`src/rtl/issue_queue_pkg.sv`:
```
// Shared types and default widths for the issue queue and the execute stage.
// ISSUE_AGE_SELECT_EN (optional define) switches issue selection to oldest-ready.
package issue_queue_pkg;

  localparam int unsigned IQ_WORD     = 32;
  localparam int unsigned IQ_ADDR_LEN = 32;
  localparam int unsigned IQ_TAG_W    = 4;
  localparam int unsigned OPSEL_W     = 2;
  localparam int unsigned ALU_FUNC_W  = 4;

  typedef logic [OPSEL_W-1:0]    opsel_t;
  typedef logic [ALU_FUNC_W-1:0] alu_func_t;
  typedef logic [IQ_TAG_W-1:0]   tag_t;

  // One reservation-station slot; operand value is meaningful once rdy is set.
  typedef struct packed {
    logic                   valid;
    opsel_t                 opsel1;
    opsel_t                 opsel2;
    alu_func_t              alu_func;
    logic                   rdy1;
    logic [IQ_WORD-1:0]     val1;
    tag_t                   tag1;
    logic                   rdy2;
    logic [IQ_WORD-1:0]     val2;
    tag_t                   tag2;
    logic [IQ_WORD-1:0]     imm;
    logic [IQ_ADDR_LEN-1:0] pc;
    tag_t                   dest_tag;
  } iq_entry_t;

  // An outstanding operand captures a CDB broadcast carrying its producer tag.
  function automatic logic operand_wakes(input logic rdy, input tag_t tag,
                                         input logic cdb_valid, input tag_t cdb_tag);
    return !rdy && cdb_valid && (tag == cdb_tag);
  endfunction

endpackage

```
`src/rtl/issue_select.sv`:
```
// One-hot picker over the ready vector of the issue queue.
// ISSUE_AGE_SELECT_EN defined: oldest ready entry wins using the age matrix.
// Otherwise: lowest-index ready entry wins.
module issue_select #(
  parameter int unsigned DEPTH = 4
) (
  input  logic [DEPTH-1:0] ready_vec,
`ifdef ISSUE_AGE_SELECT_EN
  input  logic [DEPTH-1:0] age [DEPTH],
`endif
  output logic [DEPTH-1:0] grant,
  output logic             any
);

`ifdef ISSUE_AGE_SELECT_EN
  // age[j][i] set means entry j is older than entry i; grant the ready entry
  // that no other ready entry is older than.
  always_comb begin
    logic [DEPTH-1:0] older_col;
    grant     = '0;
    older_col = '0;
    for (int unsigned i = 0; i < DEPTH; i++) begin
      for (int unsigned j = 0; j < DEPTH; j++) begin
        older_col[j] = age[j][i];
      end
      grant[i] = ready_vec[i] && ((ready_vec & older_col) == '0);
    end
    any = |ready_vec;
  end
`else
  // Fixed priority: lowest index wins.
  always_comb begin
    logic found;
    grant = '0;
    found = 1'b0;
    for (int unsigned i = 0; i < DEPTH; i++) begin
      if (ready_vec[i] && !found) begin
        grant[i] = 1'b1;
        found    = 1'b1;
      end
    end
    any = |ready_vec;
  end
`endif

endmodule

```
`src/rtl/issue_queue.sv`:
```
// Reservation-station issue queue feeding the execute stage.
// Buffers DEPTH ALU ops, wakes operands from CDB broadcasts, issues one ready op
// per cycle into a registered issue stage. Width parameters must match the
// issue_queue_pkg constants since the entry struct is shared with execute.
// ISSUE_AGE_SELECT_EN defined: oldest-ready selection via an age matrix.
module issue_queue
  import issue_queue_pkg::*;
#(
  parameter int unsigned WORD     = IQ_WORD,
  parameter int unsigned ADDR_LEN = IQ_ADDR_LEN,
  parameter int unsigned DEPTH    = 4,
  parameter int unsigned TAG_W    = IQ_TAG_W
) (
  input  logic                clk,
  input  logic                reset,
  input  logic                flush,
  input  logic                disp_valid,
  output logic                disp_ready,
  input  logic [1:0]          disp_opsel1,
  input  logic [1:0]          disp_opsel2,
  input  logic [3:0]          disp_alu_func,
  input  logic                disp_rs1_rdy,
  input  logic                disp_rs2_rdy,
  input  logic [WORD-1:0]     disp_rs1_value,
  input  logic [WORD-1:0]     disp_rs2_value,
  input  logic [TAG_W-1:0]    disp_rs1_tag,
  input  logic [TAG_W-1:0]    disp_rs2_tag,
  input  logic [WORD-1:0]     disp_imm,
  input  logic [ADDR_LEN-1:0] disp_pc,
  input  logic [TAG_W-1:0]    disp_dest_tag,
  input  logic                cdb_valid,
  input  logic [TAG_W-1:0]    cdb_tag,
  input  logic [WORD-1:0]     cdb_value,
  input  logic                iss_ready,
  output logic                iss_valid,
  output logic [1:0]          iss_opsel1,
  output logic [1:0]          iss_opsel2,
  output logic [3:0]          iss_alu_func,
  output logic [WORD-1:0]     iss_rs1_value,
  output logic [WORD-1:0]     iss_rs2_value,
  output logic [WORD-1:0]     iss_imm,
  output logic [ADDR_LEN-1:0] iss_pc,
  output logic [TAG_W-1:0]    iss_dest_tag
);

  localparam int unsigned IDX_W = $clog2(DEPTH);

  iq_entry_t        ent_q [DEPTH];
  iq_entry_t        disp_ent;
  logic [DEPTH-1:0] valid_vec;
  logic [DEPTH-1:0] ready_vec;
  logic [DEPTH-1:0] sel_onehot;
  logic             sel_any;
  logic [IDX_W-1:0] sel_idx;
  logic [IDX_W-1:0] free_idx;
  logic             can_select;
  logic             issue_fire;
  logic             disp_fire;

  // Occupancy and issue-candidate vectors from registered state.
  always_comb begin
    valid_vec = '0;
    ready_vec = '0;
    for (int unsigned i = 0; i < DEPTH; i++) begin
      valid_vec[i] = ent_q[i].valid;
      ready_vec[i] = ent_q[i].valid && ent_q[i].rdy1 && ent_q[i].rdy2;
    end
  end

  // Lowest-index free slot for dispatch.
  always_comb begin
    free_idx = '0;
    for (int unsigned i = DEPTH; i > 0; i--) begin
      if (!valid_vec[i-1]) free_idx = IDX_W'(i-1);
    end
  end

  // Encode the one-hot grant into an entry index.
  always_comb begin
    sel_idx = '0;
    for (int unsigned i = 0; i < DEPTH; i++) begin
      if (sel_onehot[i]) sel_idx = IDX_W'(i);
    end
  end

  assign disp_ready = ~&valid_vec;
  assign disp_fire  = disp_valid && disp_ready;
  assign can_select = !iss_valid || iss_ready;
  assign issue_fire = can_select && sel_any;

  // Build the incoming entry, catching a same-cycle CDB broadcast for its operands.
  always_comb begin
    disp_ent          = '0;
    disp_ent.valid    = 1'b1;
    disp_ent.opsel1   = disp_opsel1;
    disp_ent.opsel2   = disp_opsel2;
    disp_ent.alu_func = disp_alu_func;
    disp_ent.tag1     = disp_rs1_tag;
    disp_ent.tag2     = disp_rs2_tag;
    disp_ent.imm      = disp_imm;
    disp_ent.pc       = disp_pc;
    disp_ent.dest_tag = disp_dest_tag;
    disp_ent.rdy1     = disp_rs1_rdy || operand_wakes(1'b0, disp_rs1_tag, cdb_valid, cdb_tag);
    disp_ent.val1     = disp_rs1_rdy ? disp_rs1_value : cdb_value;
    disp_ent.rdy2     = disp_rs2_rdy || operand_wakes(1'b0, disp_rs2_tag, cdb_valid, cdb_tag);
    disp_ent.val2     = disp_rs2_rdy ? disp_rs2_value : cdb_value;
  end

`ifdef ISSUE_AGE_SELECT_EN
  logic [DEPTH-1:0] age_q [DEPTH];

  // Age matrix: row i bit j set when entry i is older than entry j.
  // A new entry is younger than every entry that stays valid past this edge.
  always_ff @(posedge clk) begin
    if (reset || flush) begin
      for (int unsigned i = 0; i < DEPTH; i++) age_q[i] <= '0;
    end else begin
      if (issue_fire) begin
        age_q[sel_idx] <= '0;
        for (int unsigned j = 0; j < DEPTH; j++) age_q[j][sel_idx] <= 1'b0;
      end
      if (disp_fire) begin
        age_q[free_idx] <= '0;
        for (int unsigned j = 0; j < DEPTH; j++) begin
          age_q[j][free_idx] <= valid_vec[j] && !(issue_fire && sel_onehot[j]);
        end
      end
    end
  end

  issue_select #(.DEPTH(DEPTH)) u_select (
    .ready_vec (ready_vec),
    .age       (age_q),
    .grant     (sel_onehot),
    .any       (sel_any)
  );
`else
  issue_select #(.DEPTH(DEPTH)) u_select (
    .ready_vec (ready_vec),
    .grant     (sel_onehot),
    .any       (sel_any)
  );
`endif

  // Entry storage: wakeup, free on issue, write on dispatch (free slot never the issued one).
  always_ff @(posedge clk) begin
    if (reset || flush) begin
      for (int unsigned i = 0; i < DEPTH; i++) ent_q[i].valid <= 1'b0;
    end else begin
      for (int unsigned i = 0; i < DEPTH; i++) begin
        if (ent_q[i].valid && operand_wakes(ent_q[i].rdy1, ent_q[i].tag1, cdb_valid, cdb_tag)) begin
          ent_q[i].rdy1 <= 1'b1;
          ent_q[i].val1 <= cdb_value;
        end
        if (ent_q[i].valid && operand_wakes(ent_q[i].rdy2, ent_q[i].tag2, cdb_valid, cdb_tag)) begin
          ent_q[i].rdy2 <= 1'b1;
          ent_q[i].val2 <= cdb_value;
        end
      end
      if (issue_fire) ent_q[sel_idx].valid <= 1'b0;
      if (disp_fire) ent_q[free_idx] <= disp_ent;
    end
  end

  // Issue register: loads the selected entry unless stalled by execute.
  always_ff @(posedge clk) begin
    if (reset) begin
      iss_valid     <= 1'b0;
      iss_opsel1    <= '0;
      iss_opsel2    <= '0;
      iss_alu_func  <= '0;
      iss_rs1_value <= '0;
      iss_rs2_value <= '0;
      iss_imm       <= '0;
      iss_pc        <= '0;
      iss_dest_tag  <= '0;
    end else if (flush) begin
      iss_valid <= 1'b0;
    end else if (can_select) begin
      iss_valid <= sel_any;
      if (sel_any) begin
        iss_opsel1    <= ent_q[sel_idx].opsel1;
        iss_opsel2    <= ent_q[sel_idx].opsel2;
        iss_alu_func  <= ent_q[sel_idx].alu_func;
        iss_rs1_value <= ent_q[sel_idx].val1;
        iss_rs2_value <= ent_q[sel_idx].val2;
        iss_imm       <= ent_q[sel_idx].imm;
        iss_pc        <= ent_q[sel_idx].pc;
        iss_dest_tag  <= ent_q[sel_idx].dest_tag;
      end
    end
  end

endmodule

```
`config.mk`:
```
export PLATFORM = sky130hd
export DESIGN_NAME = issue_queue
export DESIGN_NICKNAME = d
export VERILOG_FILES = /design/src/rtl/issue_queue_pkg.sv /design/src/rtl/issue_select.sv /design/src/rtl/issue_queue.sv
export SDC_FILE = /design/constraint.sdc
export NUM_CORES = 1
export LEC_CHECK = 0
export BUFFER_PORTS_ARGS = -buffer_cell sky130_fd_sc_hd__buf_2
export CAP_MARGIN = 20
export CORE_MARGIN = 3
export CORE_UTILIZATION = 59
export DETAILED_ROUTE_END_ITERATION = 10
export GPL_TIMING_DRIVEN = 0
export PLACE_DENSITY = 0.78
export SLEW_MARGIN = 20
export SYNTH_ARGS = -nofsm -noshare
export SYNTH_HDL_FRONTEND = slang
export SYNTH_SLANG_ARGS = --single-unit
```
`constraint.sdc`:
```
create_clock -name clk -period 7.7 [get_ports clk]
set_clock_uncertainty 0.2 [all_clocks]
set_input_delay 0 -clock clk [delete_from_list [all_inputs] [get_ports clk]]
set_output_delay 0 -clock clk [all_outputs]
set_load 0.02 [all_outputs]
```
==> out/summary.md, run 1 <==
Along the worst hold path, the cell count comes to 3. The floorplan has 83 rows. CTS saw 745 sinks. The post-detailed-routing wire length came out at 102,000 um. The endpoint identified for the worst register-to-register timing path is iss_dest_tag[1]$_SDFFE_PP0P_. The die covers 55,900 um^2. The run gives 58.6% as the global-route met2 utilization. By area the synthesized netlist is led by sky130_fd_sc_hd__edfxtp_1 (58%), sky130_fd_sc_hd__dfxtp_1 (9.3%), sky130_fd_sc_hd__mux2_2 (8.4%), sky130_fd_sc_hd__a221oi_1 (7.4%), sky130_fd_sc_hd__a21o_1 (3.0%). Summed over all nets, the switching power comes to 0.00185 W.

For the via count, the log shows 24,281. For the pin with the worst max-slew slack, the measured transition is 1.26 ns. In the final routed layout, each cell accounts on average for 27.7 um.

The biggest area contributor in the post-synthesis netlist is sky130_fd_sc_hd__edfxtp_1. The fraction of power spent switching nets works out to 21.7%. The power density over the cells is 213 nW/um^2.

The total congestion overflow after global routing was 0. The run finished with clean final reports. The endpoint kind of the worst setup timing path is a flop. The origin of the worst min-delay path was disp_rs2_value[10].

In this run the remaining antenna-violating nets after routing total 0. The design draws 0.00853 W. The detailed-router iteration count before antenna repair was 5; the combinational group share of total power was 6.0%. Of all nets on the critical path, the largest fanout is 10. The run gives 31,300 um^2 as the cell area after technology mapping.

IR analysis of the VDD net gives a maximum drop of 193 uV. The initial utilization of the core area, before any placement, comes to 60.3%. The clock tree synthesis step divided the H-tree into 3 levels. The run gives 51.6% as the part of the power in registers. TritonCTS built the clock tree. Via density per instance: 6.57. Entering global routing, the biggest net connects 66 pins. The hold violation total from the final report was 0. The share of flip-flops with an asynchronous set or reset after synthesis was 0%.

The logs give 15.5 nW for the static leakage and 46 for the number of distinct library cells after synthesis. Setup slack on the worst reg-to-reg path comes out at 3.91 ns. Setup slack after placement: 4.08 ns.

The worst hold path terminates at ent_q[1][82]$_DFFE_PP_. The share of synthesized area in the top cell type comes to 57.5%. The smallest clock period supported by the final layout is computed as 3.79 ns. The classification of the worst-slack hold path is input pin to flop.

Detailed placement finished with a half-perimeter wire length of 62,500 um. Clock network power share: 42.4%. The tools report the first-pass GRT wire length as 152,000 um. The worst register-to-register path begins at ent_q[1][104]$_SDFFCE_PN1P_. The number of hold buffers added after CTS was 325; the total of fill cells in the finished design was 2,885.

The synthesized flop and latch total is 745, and the post-CTS setup buffer count is 0. Setup repair after global routing left no endpoint under its margin. From synthesis to final layout, the design area changed by 27.7%. Among all flip-flop cells after synthesis, the most frequent one is sky130_fd_sc_hd__edfxtp_1. CTS placed an instance of sky130_fd_sc_hd__clkbuf_16 at the clock tree root. Required arrival time at the worst endpoint: 7.95 ns. By count the netlist is led by sky130_fd_sc_hd__edfxtp_1 (600), sky130_fd_sc_hd__a221oi_1 (266), sky130_fd_sc_hd__mux2_2 (234), sky130_fd_sc_hd__dfxtp_1 (145). The die is 236 um tall.

Gates resized during post-CTS repair numbered 0. The worst path meets setup with 3.91 ns of slack. For this run, design rule violations remaining after detail routing come to 0.

The logs give 8.32% for the met3 track demand over resource in global routing and 16.2% for the worst slew margin relative to its limit. For this block, the initial DRC count from the detailed router was 3,322. The die is 236 um wide. Post-synthesis average cell area: 14.5 um^2.

Across the run, the number of max-cap violations was 0. The post-CTS clock slew at the launch and capture registers of the worst setup and hold paths was 0.07 ns; the number of nets in the final layout was 3,130. For the maximum root-to-sink buffer count, the log shows 3. The type of the worst setup path was flop to flop.

The tools report the count of final max-slew check failures as 0. The number of top-level pins was 334. The start point of the critical path is ent_q[1][104]$_SDFFCE_PN1P_.

Synthesis handed over a netlist of 2,163 instances. The multi-input combinational cells in the finished layout cover a total of 9110 um^2. For this run, the register share of the synthesized area comes to 66.8%. For the placer congestion estimate, the log shows 0.868. The core region is 51,900 um^2.

The internal portion of the total power is 0.00668 W. The port buffer count works out to 328. At the later pin of the worst-skew pair, clock insertion delay measures 0.64 ns. The tools report the kind of start point of the critical path as a flop.

The post-route netlist has 26.0% of its cells at a drive strength greater than 1. The maximum operating frequency is 264 MHz, and the total global-route track usage is 35.8%. The run gives 24,825 as the via count of the first global-routing pass. After layout, the worst path uses 49.2% of the clock period.

The tools report the number of buffers added by the clock tree synthesis step as 77. The total nets after synthesis was 2,355; the path depth of the worst reg2reg path was 6. The number of antenna violations at the first check in global routing was 20; the data arrival time at the worst-slack endpoint was 4.05 ns.

The number of synthesized flops with an enable pin was 600; the final count of negative-setup-slack endpoints was 0. The most common cell in the synthesized netlist was sky130_fd_sc_hd__edfxtp_1. The Yosys step of the flow raised 0 warnings.

Area of all sequential standard cells: 20,900 um^2. For this run, global-route usage on met1 was measured as 45.6%. The layer flagged by global routing as most heavily used is met2.
layer usage:
metal	vias up	wire, um
met5	-	98
met4	14	4740
met3	316	12400
met2	1916	49400
met1	11935	35800
li1	10100	-
worst max-delay path, cell delays in order (launching register included):
cell,delay [ns]
sky130_fd_sc_hd__edfxtp_1,0.53
sky130_fd_sc_hd__nand3_1,0.29
sky130_fd_sc_hd__nand3_1,0.27
sky130_fd_sc_hd__o21ai_1,0.52
sky130_fd_sc_hd__clkbuf_1,0.98
sky130_fd_sc_hd__clkbuf_1,0.56
sky130_fd_sc_hd__a221oi_1,0.23
how the worst max path moves through the flow:
| stage | endpoint | depth (start not counted) |
|---|---|---|
| final | iss_dest_tag[1]$_SDFFE_PP0P_ | 6 |
| after global routing | iss_rs1_value[5]$_SDFFE_PP0P_ | 7 |
| after CTS | iss_rs1_value[1]$_SDFFE_PP0P_ | 6 |
| after detailed placement | iss_rs1_value[1]$_SDFFE_PP0P_ | 6 |
| after global placement | ent_q[0][74]$_DFFE_PP_ | 6 |
| after floorplan | ent_q[0][100]$_DFFE_PP_ | 6 |
kinds of logic after synthesis:
logic type	Yosys count	share of synthesized area, %
xor+xnor	40	1.12
flops	745	66.8
compound gates	563	14.2
mux	256	9.23
simple gates	232	4.39
buf+inv	327	4.31
sequential cells by signal, summed over array words and instances (netlist names):
| register | flops |
|---|---|
| iss_alu_func | 4 |
| ent_q | 604 |
| iss_pc | 32 |
| iss_imm | 32 |
| iss_rs1_value | 32 |
| iss_opsel1 | 2 |
| iss_opsel2 | 2 |
| iss_dest_tag | 4 |
| iss_valid | 1 |
| iss_rs2_value | 32 |
layout by cell type (no fill, tap or decap), drive strengths merged, types with 14 or more instances in the layout:
cell type and count:
a21o 126, a221oi 266, a31oi 15, and2 126
buf 416, clkbuf 258, clkinv 19, dfxtp 145
diode 15, dlygate4sd3 325, edfxtp 600, inv 146
mux2 256, nand2 34, nor2 22, o22ai 126
xnor2 14, xor2 26
per-stage QoR:
stage,std cells,util (%),area (um^2),setup TNS (ns),hold slack (ns)
CTS,3682,77.0,40000,0,0.0324
floorplan,2163,-,31300,0,-0.101
global route,3690,77.0,40000,0,0.0961
detailed placement,3214,66.1,34300,0,0.0172
finish,3697,77.1,40000,0,0.0666
global placement,3171,65.1,33800,-422.68,0.0104
power by group through the flow:
stage	clock [W]	combinational (W)	sequential, W
floorplan	0	0.000164	0.00449
global route	0.00377	0.000534	0.00440
detailed placement	0	0.000345	0.00448
finish	0.00362	0.000509	0.00440
CTS	0.00359	0.000484	0.00440
global placement	0	0.000323	0.00449
layout make-up:
| class | count | share of cell area [%] |
|---|---|---|
| multi-input cells | 1091 | 22.8 |
| flip-flops and latches | 745 | 52.3 |
| well taps | 680 | 2.13 |
| plain buffers | 185 | 2.04 |
| inverters | 142 | 1.36 |
| diodes | 15 | 0.0938 |
| repair buffers | 696 | 13.3 |
| clock inverters | 25 | 0.428 |
| clock buffers | 118 | 5.59 |
Power figures use the tool's default switching activity.
==> inputs of run 2 (changes only) <==
- CORE_UTILIZATION: 59 -> 53
- PLACE_DENSITY: 0.78 -> 0.74
- clock period: 7.7 -> 3.4 ns (I/O delays scaled with it)
==> run 2 against run 1 <==
Compared with the run above: largest cell class unchanged; highest routed layer unchanged; maximum frequency rose by 13%; critical path type unchanged; utilization fell by 7.5 points; global-route usage fell by 4.2 points; cell count rose by 1.8%; critical path depth rose by 1; routed wire length fell by 2.3%.
==> out/summary.md, run 2 (synthesis results as in run 1) <==
The port buffer count came out at 328 (unchanged). The endpoint of the lowest-slack register-to-register path is iss_pc[20]$_SDFFE_PP0P_. For the die area, the log shows 62,000 um^2 (+11%). Setup repair after global routing could not meet its margin everywhere. Internal reg-to-reg setup slack: 0.05 ns (-3.86 ns). Type of the worst setup path: flop to flop.

The tools report the count of final max-slew check failures as 0 (unchanged). The starting density of the core is 54.0% (-6.3 points), and the number of top-level pins is 334 (unchanged). Hold-critical path depth: 3 (unchanged). From synthesis to final layout, the design area changed by 28.8%.

The logs give 63,400 um (+1.5%) for the half-perimeter wire length of the detailed placement result and 3 (unchanged) for the maximum root-to-sink buffer count. The post-CTS clock slew at the launch and capture registers of the worst setup and hold paths is 0.06 ns (about the same). The startpoint identified for the worst register-to-register timing path is ent_q[2][104]$_SDFFCE_PN1P_. Power density over the cells: 491 nW/um^2 (+130%). The number of antenna-violating nets in the routed design was 0 (unchanged). In this run the worst hold path is classified as input pin to flop.

The startpoint identified for the worst hold timing path is disp_rs2_value[13]. The overall die width is 249 um (+5.4%). The pin slew with the least headroom to its limit works out to 1.23 ns (-0.0310 ns). Termination of the worst setup path: iss_pc[20]$_SDFFE_PP0P_. The tools report the largest vdd supply drop as 444 uV (+130%). For the total congestion overflow after global routing, the log shows 0 (unchanged). In the layout the commonest cells are sky130_fd_sc_hd__edfxtp_1 (600), sky130_fd_sc_hd__buf_2 (347), sky130_fd_sc_hd__dlygate4sd3_1 (317). The time the worst path needs with I/O delays and setup is 3.35 ns (-0.439 ns), and the path depth of the worst reg2reg path is 7 (+1). TritonCTS built the clock tree. The first-pass GRT wire length came out at 149,000 um (-1.9%).

The run gives 298 MHz (+13%) as the maximum operating frequency. Placeable core area: 58,000 um^2 (+12%). The number of antenna violations at the first check in global routing came out at 15 (-25%). The post-route total power came out at 0.0198 W (+130%). The overall die height came out at 249 um (+5.4%). The number of flip-flops in the largest register was 604 (unchanged). The placer congestion estimate was 0.857 (-1.3%); the share of the cycle needed by the critical path after routing was 98.6% (+49 points). The logs give 0 (unchanged) for the max-capacitance violation count and 0.0375 ns (-0.0290 ns) for the final hold slack.

The tools report the number of buffers added by the clock tree synthesis step as 78 (+1.3%). The largest net degree at the start of global routing is 56 (-15%), and the fraction of final layout cells with drive strength greater than 1 is 26.2% (+0.25 points). The maximum level of the CTS H-tree was 3 (unchanged). The via count of the first global-routing pass is 24,138 (-2.8%), and the required arrival time at the worst endpoint is 3.73 ns (-4.22 ns). The via count is 23,546 (-3.0%). Post-detailed-routing wire length: 100,000 um (-2.3%). The run gives 88 (+6.0%) as the number of rows created at floorplan. More flip-flops sit in one register than any other, and that register is ent_q. The tools report the endpoint kind of the worst setup timing path as a flop. The maximum fanout encountered on the critical timing path is 10 (unchanged). The tools report the number of clock sinks as 745 (unchanged).

The via density per instance was 6.26 (-4.7%); the detailed-router iteration count before antenna repair was 6 (+1). The static leakage is 15.6 nW (+0.68%). The run gives 3,112 (-0.58%) as the number of nets in the final layout.

The most common cell after layout, fill and taps aside was sky130_fd_sc_hd__edfxtp_1. The tools report the hold violation total from the final report as 0 (unchanged). The tools report the data arrival time at the worst-slack endpoint as 3.69 ns (-0.36 ns). Clock tree synthesis selected as its root buffer the cell sky130_fd_sc_hd__clkbuf_16.

Insertion delay to the later sink of the worst-skew pair: 0.65 ns (about the same). The start point of the critical path was ent_q[2][104]$_SDFFCE_PN1P_. The logs give 31.6% (-4.2 points) for the total global-route track usage and 2,892 (-13%) for the number of design-rule violations left by the first detailed-router iteration. The run finished with clean final reports.

The kind of start point of the critical path was a flop. Final count of negative-setup-slack endpoints: 0 (unchanged). Worst slew margin relative to its limit: 18.2% (+2.1 points). The DRC violation count after routing came out at 0 (unchanged). The average routed wire per standard cell was 26.6 um (-4.0%).
-- run 2: area by class of cell --
type                    instances  area, um^2
repair buffers                677        5230
inverters                     142         553
plain buffers                 185         830
clock inverters                29         400
well taps                     765         957
multi-input cells            1091        9180
fillers                      3778       17700
clock buffers                 116        2230
diodes                         12        30.0
flip-flops and latches        745       20900
-- run 2: power breakdown --
part / total [W] / switching (W) / leakage (nW) / internal, W
combinational: 0.00114 / 0.000576 / 7.76 / 0.000560
clock: 0.00872 / 0.00366 / 1.28 / 0.00506
sequential: 0.00997 / 0.0000324 / 6.61 / 0.00993
total: 0.0198 / 0.00427 / 15.6 / 0.0156
-- run 2: how the worst min path moves through the flow --
stage	end	slack, ns
5_1_grt	ent_q[2][79]$_DFFE_PP_	0.04
4_1_cts	ent_q[2][85]$_DFFE_PP_	0.02
3_5_place_dp	ent_q[1][17]$_DFFE_PP_	0.01
2_1_floorplan	ent_q[0][0]$_DFFE_PP_	-0.10
6_report	ent_q[2][85]$_DFFE_PP_	0.04
3_3_place_gp	ent_q[3][64]$_DFFE_PP_	0.01
-- run 2: critical path, cell delays in order, from the launching register on --
cell and delay (ns):
sky130_fd_sc_hd__edfxtp_1 0.47, sky130_fd_sc_hd__and3_1 0.23, sky130_fd_sc_hd__clkbuf_1 0.32, sky130_fd_sc_hd__nor3_4 0.83, sky130_fd_sc_hd__buf_2 0.41, sky130_fd_sc_hd__buf_2 0.34
sky130_fd_sc_hd__o22ai_1 0.16, sky130_fd_sc_hd__a221oi_1 0.30
-- run 2: timing repair --
action,in CTS,in global routing
gates resized for setup,2,11
endpoints found under the hold margin,733,0
setup endpoints to repair,100,107
hold buffers,317,0
buffers inserted,0,0
pin swaps,0,0
-- run 2: metal layers --
layer  part of all wire [%]  wire length (um)  vias to the layer above  track usage (%)
met5                  0.048                48                        -                0
met4                    4.4              4380                        8             13.9
met3                    9.8              9780                      282             6.96
met2                     48             48500                     1436             52.1
met1                     37             37400                    11756             40.3
li1                       -                 -                    10064                -
-- run 2: stage by stage --
stage               utilization (%)  setup TNS (ns)  setup WS [ns]  std cells  instance area (um^2)
detailed placement             59.4          -20.42         -0.291       3288                 34500
global route                   69.5         -0.0346        -0.0154       3760                 40300
CTS                            69.4               0         0.0271       3750                 40300
finish                         69.5               0         0.0473       3762                 40300
global placement               58.6        -1739.58          -4.45       3256                 34000
floorplan                         -         -346.37          -1.44       2163                 31400
